===== config.mk =====
export PLATFORM = sky130hd
export DESIGN_NAME = pipe_stage_reg
export DESIGN_NICKNAME = d
export VERILOG_FILES = /design/src/rtl/pipe_stage_reg.sv
export SDC_FILE = /design/constraint.sdc
export NUM_CORES = 1
export LEC_CHECK = 0
export CAP_MARGIN = 15
export CORE_ASPECT_RATIO = 1.2
export CORE_MARGIN = 2
export CORE_UTILIZATION = 35
export DETAILED_ROUTE_END_ITERATION = 8
export SLEW_MARGIN = 10
export SYNTH_ARGS = -nofsm -noshare
export SYNTH_HDL_FRONTEND = slang
export SYNTH_SLANG_ARGS = --single-unit
export TNS_END_PERCENT = 20

===== constraint.sdc =====
create_clock -name Clk -period 3.45 [get_ports Clk]
set_input_delay 1.035 -clock Clk [delete_from_list [all_inputs] [get_ports Clk]]
set_output_delay 1.035 -clock Clk [all_outputs]
set_load 0.05 [all_outputs]

===== src/rtl/pipe_stage_reg.sv =====
// Pipeline stage register with valid/ready handshake, 2-entry skid buffer, flush with bubble
// injection and occupancy report. Define PIPE_STAGE_REG_STALL_CNT_EN to add the Stall_Cnt output.
module pipe_stage_reg #(
  parameter int               WIDTH       = 32,
  parameter logic [WIDTH-1:0] RESET_VAL   = {WIDTH{1'b0}},
  parameter logic [WIDTH-1:0] BUBBLE_VAL  = {WIDTH{1'b0}},
  parameter int               STALL_CNT_W = 16
) (
  input  logic             Clk,
  input  logic             Clr,
  input  logic [WIDTH-1:0] D,
  input  logic             In_Valid,
  output logic             In_Ready,
  output logic [WIDTH-1:0] Q,
  output logic [WIDTH-1:0] Qn,
  output logic             Out_Valid,
  input  logic             Out_Ready,
  input  logic             Flush,
  output logic [1:0]       Occupancy
`ifdef PIPE_STAGE_REG_STALL_CNT_EN
  ,
  output logic [STALL_CNT_W-1:0] Stall_Cnt
`endif
);

  typedef enum logic [1:0] {
    ST_EMPTY = 2'd0,
    ST_ONE   = 2'd1,
    ST_TWO   = 2'd2
  } state_t;

  state_t           r_state;
  state_t           w_state_next;
  logic [WIDTH-1:0] r_main;
  logic [WIDTH-1:0] r_skid;
  logic             w_in_fire;
  logic             w_out_fire;

  generate
    if (WIDTH < 1) begin : g_bad_width
      $error("pipe_stage_reg: WIDTH must be >= 1");
    end
    if (STALL_CNT_W < 1) begin : g_bad_cnt_w
      $error("pipe_stage_reg: STALL_CNT_W must be >= 1");
    end
  endgenerate

  assign w_in_fire  = In_Valid & In_Ready;
  assign w_out_fire = Out_Valid & Out_Ready;

  // State register
  always_ff @(posedge Clk) begin
    if (Clr) begin
      r_state <= ST_EMPTY;
    end else begin
      r_state <= w_state_next;
    end
  end

  // Next-state logic; a flush empties the stage regardless of handshakes
  always_comb begin
    w_state_next = r_state;
    if (Flush) begin
      w_state_next = ST_EMPTY;
    end else begin
      case (r_state)
        ST_EMPTY: if (w_in_fire) w_state_next = ST_ONE;
        ST_ONE: begin
          if (w_in_fire && !w_out_fire) begin
            w_state_next = ST_TWO;
          end else if (!w_in_fire && w_out_fire) begin
            w_state_next = ST_EMPTY;
          end
        end
        ST_TWO:   if (w_out_fire) w_state_next = ST_ONE;
        default:  w_state_next = ST_EMPTY;
      endcase
    end
  end

  // Outputs decoded from registered state only, so In_Ready has no path from Out_Ready
  always_comb begin
    In_Ready  = (r_state != ST_TWO);
    Out_Valid = (r_state != ST_EMPTY);
    case (r_state)
      ST_ONE:  Occupancy = 2'd1;
      ST_TWO:  Occupancy = 2'd2;
      default: Occupancy = 2'd0;
    endcase
  end

  // Payload registers; SKID is left untouched by a flush since it can never become visible
  always_ff @(posedge Clk) begin
    if (Clr) begin
      r_main <= RESET_VAL;
      r_skid <= RESET_VAL;
    end else if (Flush) begin
      r_main <= BUBBLE_VAL;
    end else begin
      case (r_state)
        ST_EMPTY: if (w_in_fire) r_main <= D;
        ST_ONE: begin
          if (w_in_fire && w_out_fire) begin
            r_main <= D;
          end else if (w_in_fire) begin
            r_skid <= D;
          end
        end
        ST_TWO:   if (w_out_fire) r_main <= r_skid;
        default:  ;
      endcase
    end
  end

  assign Q  = r_main;
  assign Qn = ~r_main;

`ifdef PIPE_STAGE_REG_STALL_CNT_EN
  logic [STALL_CNT_W-1:0] r_stall_cnt;

  // Saturating count of cycles where a live item is held back by downstream
  always_ff @(posedge Clk) begin
    if (Clr) begin
      r_stall_cnt <= '0;
    end else if (Out_Valid && !Out_Ready && (r_stall_cnt != {STALL_CNT_W{1'b1}})) begin
      r_stall_cnt <= r_stall_cnt + 1'b1;
    end
  end

  assign Stall_Cnt = r_stall_cnt;
`endif

endmodule

=== Yosys cells after proc, flatten, opt, wreduce, memory -nomap -nowiden ===
Index checks and enable logic that the tools add are counted.

* Bits in registers: 66
* ROM bits: 0
* Memories: 0
* Latch bits: 0
* Input port bits: 37
* Bits in writable memories: 0

* Muxes and demuxes: 10
* Bitwise operators: 5
* Equal/unequal tests: 7
* Reductions and logical operators: 12
* Shift-type cells: 0
* $lt $le $gt $ge: 0
* Multipliers: 0
* Add/subtract/negate cells: 0
* Div/mod/pow operators: 0

{| class="wikitable"
|+ Operators with widths
! cell !! number
|-
| two-way mux 32 bit || 3
|-
| one-hot mux 32 bit (3 select lines) || 1
|-
| inverter 32 bit || 1
|-
| two-way mux 2 bit || 4
|-
| inequality test 2 bit (second input constant) || 4
|-
| AND reduction 4 bit || 2
|-
| one-hot mux 2 bit (3 select lines) || 1
|-
| one-hot mux 2 bit (2 select lines) || 1
|-
| logical AND 1 bit || 3
|-
| inequality test 3 bit (second input constant) || 1
|-
| AND reduction 3 bit || 1
|-
| nonzero test 3 bit || 1
|-
| bitwise AND 1 bit || 2
|-
| equality test 2 x 1 -> 1 bit (second input constant) || 1
|-
| equality test 2 bit (second input constant) || 1
|-
| logical NOT 1 bit || 2
|-
| logical NOT 2 bit || 1
|-
| inverter 1 bit || 2
|-
| nonzero test 2 bit || 1
|-
| OR reduction 2 bit || 1
|}

=== Longest topological paths before layout ===
Gate-level depths: netlist (run 1).

* Word-level depth: 7
* Mapped depth: 5
* Mapped depth without buffers: 3

=== Worst setup path after synthesis (run 1) ===
OpenSTA, ideal clock, no wires.

* Path type: flip-flop to output port
* From: register r_state[1]
* To: output Occupancy[1]
* Stages on the path, launching flop included: 5
* Data arrival time: 1.195 ns
* Setup slack: 1.220 ns
* Required time: 2.415 ns
* Path through: dfxtp_1 > nand2b_1 > buf_4 > buf_4 > inv_1

* Word-level cells in the longest chain between the ends: 2

{| class="wikitable"
|+ Ends and longest elaborated chain
! item !! RTL line !! source
|-
| start, declared || 32 || <nowiki>state_t r_state;</nowiki>
|-
| start signal, assigned || 56 || <nowiki>r_state <= w_state_next;</nowiki>
|-
| equality test 2 bit / equality test 2 x 1 -> 1 bit (equally long branches) || 85 || <nowiki>case (r_state)</nowiki>
|-
| one-hot mux 2 bit (2 select lines) * || 85 ||
|-
| end, declared || 19 || <nowiki>output logic [1:0] Occupancy</nowiki>
|}

Every way passes the cells marked *; elsewhere a longest branch is shown, timed or not.

=== Worst setup path in the final report (run 1) ===
* From: register r_state[0]
* To: output In_Ready

* Word-level cells in the longest chain between the ends: 1

{| class="wikitable"
|+ Ends and longest elaborated chain
! item !! RTL line !! source
|-
| inequality test 2 bit || 83 || <nowiki>In_Ready = (r_state != ST_TWO);</nowiki>
|-
| end, declared || 13 || <nowiki>output logic In_Ready,</nowiki>
|}

No other way between the ends.

==> metrics, run 1 <==
share of cells above drive strength 1=roughly an eighth; maxcap violations=0; commonest non-fill, non-tap cells in the layout=clkdlybuf4s50_1 (104), dfxtp_1 (66), inv_1 (35), a211oi_1 (35), a21oi_1 (33); run status=completed; Ys Warns=0; register bit total from synthesis=66; vias per std cell=about 5.4; # setup viols final=0; sequential power share=a little under half; WL per Instance=roughly 17 um; syn_nets=384; RR Endpoint=Q[16]; CTS Buffer Depth=2; CTS resizes=0; Clock Power Share=29.9%; Overflow after GRT=0; GRT Total Usage=18.9%; Clock Latency Late Sink=approximately 0.34 ns; dpl hpwl=5950 um; hold_sp=r_skid[11]; Pint=1.20 mW; setup TNS=0 ns; Hold EP=r_skid[11]; r2r setup slk=about 1.6 ns; # IOs=105; total wire length=9380 um; Detail Route Antenna Nets=0; CP max FO=11; synthesized instance count=347; startpoint types=flip-flop; Avg Inst Size Synth=9.24 sq um; Final min period=3.04 ns; H-tree levels=3; Power per Cell Area=405 nW/um^2; count of standard-cell rows=38; Die Area=9950 sq um; initial antenna violation count=0; clock tree sinks=66; root buffer selected by CTS=clkbuf_8; CP Capture Type=primary output; Max Freq=0.329 GHz; Combinational Power Share=25.0%; Worst Path Required=2.41 ns; Static Leakage=1.67 nW; switching pwr=0.591 mW; first-pass GRT wire length=14900 um; cell depth of the worst flop-to-flop path=4; min-delay worst type=flip-flop to flip-flop; worst slew pin tran=approximately 1.1 ns; CTS clk-pin slew, worst paths=~0.060 ns; unique cell type count in the Yosys netlist=26; initial core utilization=between 30% and 40%; diode count=0; sw frac=about a third; CTS tree=built; Area growth syn-to-layout=37.7%; unrepaired setup endpoints after global routing=no; clk_skew=between 0.006 and 0.007 ns; port bufs=104; commonest non-fill, non-tap cell in the layout=clkdlybuf4s50_1; crit share post-route=between 80 and 90%; RD Place Congestion=just under 0.8; Crit Path Class=flip-flop to primary output; core outline area=about 9000 sq um; Worst slew margin=26.0%; VDD IR max=201 uV; vias in the first global route=about 2900; Post-CTS Setup Bufs=0; Placed Cells=between 500 and 600; Slew Limit Fails=0; synthesized area=3210 sq um; cts bufs inserted=9; post-synthesis sequential area ratio=41.2%; Iter 0 DRT Violations=185; Hold Buf Count CTS=0; largest net degree at the start of global routing=35; final std cells w/o fill=556; drt pass-1 iters=5; Worst Hold Depth=2; DRC viols=0; die width=about 90 um; Nets=469; Reg-to-Reg Start=r_state[0]; worst path arrival time=2.00 ns; Fin. Hold Viols=0; chip height=109 um; vias post-DR=2978
==> critical path, cell delays in order, from the launching register on <==
cell and delay [ns]:
dfxtp_1 0.41, nand2b_2 0.37, clkdlybuf4s50_1 0.88
==> sequential cells by signal, indices dropped and copies added, names as in the netlist <==
name     count
Q           32
r_state      2
r_skid      32
==> layer usage <==
metal | global-route usage (%) | part of all wire (%) | vias up | wire length [um]
met5 | 0 | 0 | - | 0
met2 | 30.8 | 47 | 118 | 4450
met3 | 3.94 | 6.0 | 20 | 566
met4 | 9.42 | 2.8 | 0 | 262
met1 | 23.8 | 44 | 1420 | 4100
li1 | - | - | 1420 | -
==> synthesized netlist by cell type, drive strengths merged <==
| cell type | n | share of area [%] |
|---|---|---|
| a211oi | 65 | 20 |
| a21o | 2 | 0.70 |
| a21oi | 33 | 5.2 |
| and3b | 1 | 0.27 |
| and4bb | 1 | 0.39 |
| buf | 22 | 4.2 |
| clkbuf | 16 | 1.9 |
| dfxtp | 66 | 41 |
| inv | 35 | 4.1 |
| mux2 | 1 | 0.47 |
| mux2i | 32 | 10 |
| nand2 | 3 | 0.35 |
| nand2b | 1 | 0.20 |
| nand3 | 32 | 5.0 |
| nand4bb | 1 | 0.35 |
| nor2b | 1 | 0.20 |
| o21ai | 32 | 5.0 |
| or2 | 2 | 0.39 |
| or3b | 1 | 0.27 |
==> how the worst max path moves through the flow <==
stage | startpoint | endpoint | slack [ns]
after global routing | r_state[0] | In_Ready | 0.34
final | r_state[0] | In_Ready | 0.41
after detailed placement | Flush | r_skid[16] | 0.47
after CTS | r_state[0] | In_Ready | 0.38
after floorplan | r_state[1] | Occupancy[1] | 1.22
after global placement | In_Valid | Q[30] | 0.51
==> cell families (layout without fill, tap and decap cells) <==
family	Yosys count	after routing	synth area share, %
AO/OA/AOI/OAI	132	132	30.7
buffers and inverters	73	162	10.2
flip-flops	66	66	41.2
AND/OR/NAND/NOR	43	43	7.41
multiplexers	33	33	10.5
==> cell type report <==
type / count / area, sq um
Multi-Input combinational cell: 208 / 1560
Tap cell: 120 / 150
Timing Repair Buffer: 112 / 1100
Clock buffer: 11 / 131
Sequential cell: 66 / 1320
Inverter: 35 / 131
Clock inverter: 4 / 20.0
Fill cell: 831 / 4570
==> stage by stage <==
stage | setup WS [ns] | total power, mW | hold WS (ns) | cell area, sq um | util [%]
4_1_cts | 0.382 | 1.80 | 0.476 | 4420 | 49.2
3_5_place_dp | 0.471 | 1.27 | 0.467 | 4270 | 47.5
5_1_grt | 0.338 | 1.86 | 0.501 | 4420 | 49.2
6_report | 0.413 | 1.79 | 0.474 | 4420 | 49.2
2_1_floorplan | 1.22 | 1.11 | 0.453 | 3210 | -
3_3_place_gp | 0.509 | 1.27 | 0.459 | 4270 | 47.5
==> power by group through the flow <==
stage / combinational, mW / sequential (mW) / clock, mW
5_1_grt: 0.469 / 0.810 / 0.584
4_1_cts: 0.448 / 0.807 / 0.545
6_report: 0.446 / 0.807 / 0.535
3_5_place_dp: 0.447 / 0.824 / 0
2_1_floorplan: 0.221 / 0.889 / 0
3_3_place_gp: 0.445 / 0.824 / 0
Note: power is estimated with default switching activity, not from simulation.
==> run 2: changes to the inputs <==
--- a/config.mk
+++ b/config.mk
@@ -9,7 +9,9 @@
 export CORE_ASPECT_RATIO = 1.2
 export CORE_MARGIN = 2
 export CORE_UTILIZATION = 35
+export CTS_CLUSTER_DIAMETER = 30
 export DETAILED_ROUTE_END_ITERATION = 8
+export GPL_TIMING_DRIVEN = 0
 export SLEW_MARGIN = 10
 export SYNTH_ARGS = -nofsm -noshare
 export SYNTH_HDL_FRONTEND = slang
==> constraint.sdc (replaced) <==
create_clock -name Clk -period 2.9 [get_ports Clk]
set_input_delay 0.87 -clock Clk [delete_from_list [all_inputs] [get_ports Clk]]
set_output_delay 0.87 -clock Clk [all_outputs]
set_load 0.05 [all_outputs]
==> run 2 against run 1 <==
Against the previous run:
- clock skew is 0.0047 ns higher
- critical path depth increased by 2
- flip-flop and latch count unchanged
- global-route usage shrank 0.43 points
- power rose by 30%
- cell count is 5.4% higher
- register-to-register slack got worse by 0.27 ns
- die area unchanged
- first-iteration DRC count is 17% lower
- routed wire length is 4.8% lower
- critical endpoint unchanged
- largest cell class unchanged
==> metrics, run 2 (same netlist as run 1, synthesis figures left out) <==
clock tree sinks=66; diode count=0; worst slew pin tran=0.724 ns; share of cells above drive strength 1=14.6%; Worst Path Buf+Inv=3; Detail Route Antenna Nets=0; setup TNS=0 ns; commonest non-fill, non-tap cells in the layout=clkdlybuf4s50_1 (101), dfxtp_1 (66), inv_1 (35), a211oi_1 (35), a21oi_1 (33); Reg-to-Reg Start=r_state[0]; # setup viols final=0; Slew Limit Fails=0; root buffer selected by CTS=clkbuf_8; core outline area=8990 sq um; H-tree levels=3; VDD IR max=227 uV; CTS resizes=2; WL per Instance=15.2 um; worst slack at placement=0.246 ns; unrepaired setup endpoints after global routing=no; Post-CTS Setup Bufs=0; startpoint types=flip-flop; final std cells w/o fill=between 500 and 600; CP dominant cell by count=buf_4; Worst Path Required=about 2.0 ns; CP max FO=10; critical-path cell with the highest stage delay=dlygate4sd2_1; vias post-DR=3031; dpl hpwl=6370 um; total wire length=~9000 um; port bufs=103; RR Endpoint=Q[26]; Fin. Hold Viols=0; GRT Total Usage=roughly 18%; Placed Cells=570; die width=91.4 um; # IOs=about 110; Clock Latency Late Sink=0.34 ns; Max Freq=0.368 GHz; CP Capture Type=primary output; Final min period=2.72 ns; Hold EP=r_skid[30]; Critical Path Max Stage Delay=between 0.5 and 0.6 ns; Largest delay share family, worst path=buffers and inverters; CTS Buffer Depth=2; Worst slew margin=51.7%; cts bufs inserted=9; Static Leakage=1.76 nW; CTS tree=built; initial core utilization=35.7%; chip height=109 um; Worst Hold Depth=2; run status=completed; maxcap violations=0; Hold Buf Count CTS=0; Iter 0 DRT Violations=154; crit share post-route=93.8%; first-pass GRT wire length=14600 um; r2r setup slk=about 1.3 ns; Overflow after GRT=0; CP cell instances=nand2b_1 -> buf_4 -> buf_4 -> dlygate4sd2_1; min-delay worst type=flip-flop to flip-flop; drt pass-1 iters=6; Power Total=2.32 mW; vias per std cell=around 5.2; DRC viols=0; cell depth of the worst flop-to-flop path=5; clk_skew=0.0112 ns; CTS clk-pin slew, worst paths=about 0.070 ns; Hold Worst Slack=0.476 ns; Die Area=9950 sq um; vias in the first global route=slightly below 3000; Nets=498; Area growth syn-to-layout=43.4%; Power per Cell Area=505 nW/um^2; worst path arrival time=1.85 ns; RD Place Congestion=about 0.8; count of standard-cell rows=38; initial antenna violation count=0; largest net degree at the start of global routing=13; hold_sp=r_skid[30]; final worst slack=roughly 0.18 ns; Crit Path Class=flip-flop to primary output; commonest non-fill, non-tap cell in the layout=clkdlybuf4s50_1
-- run 2: how the worst max path moves through the flow --
| stage | start | end | slack [ns] | cells after the start |
|---|---|---|---|---|
| global placement | r_state[0] | In_Ready | 0.24 | 4 |
| finish | r_state[0] | In_Ready | 0.18 | 4 |
| CTS | r_state[0] | In_Ready | 0.15 | 4 |
| detailed placement | r_state[0] | In_Ready | 0.25 | 4 |
| global route | r_state[0] | In_Ready | 0.09 | 4 |
| floorplan | r_state[1] | Occupancy[1] | 0.84 | 4 |
-- run 2: area by class of cell --
cell class	count	area, sq um
clock inverters	5	61.3
flip-flops and latches	66	1320
inverters	35	131
clock buffers	11	151
well taps	120	150
multi-input cells	208	1560
fillers	812	4390
plain buffers	38	195
repair buffers	103	1030
-- run 2: where the power goes --
group / leakage (nW) / internal [mW] / total (mW) / switching (mW)
clock network: 0.0982 / 0.447 / 0.822 / 0.375
logic: 1.12 / 0.198 / 0.542 / 0.345
registers: 0.537 / 0.935 / 0.957 / 0.0223
-- run 2: metal layers --
layer	vias to the layer above	global-route usage [%]	share of wire [%]
li1	1482	-	-
met4	0	8.12	3.0
met3	21	3.59	5.3
met1	1425	24.9	45
met2	103	28.8	47
met5	-	0	0
-- run 2: stage by stage --
step | utilization [%] | instance area, sq um
6_report | 51.2 | 4600
5_1_grt | 51.2 | 4600
4_1_cts | 51.2 | 4600
3_5_place_dp | 48.8 | 4390
3_3_place_gp | 48.8 | 4390
2_1_floorplan | - | 3210
-- run 2: worst min-delay path, stage by stage, from the launching register on --
cell and delay [ns]:
dfxtp_1 0.31, o21ai_0 0.06, a21oi_1 0.06
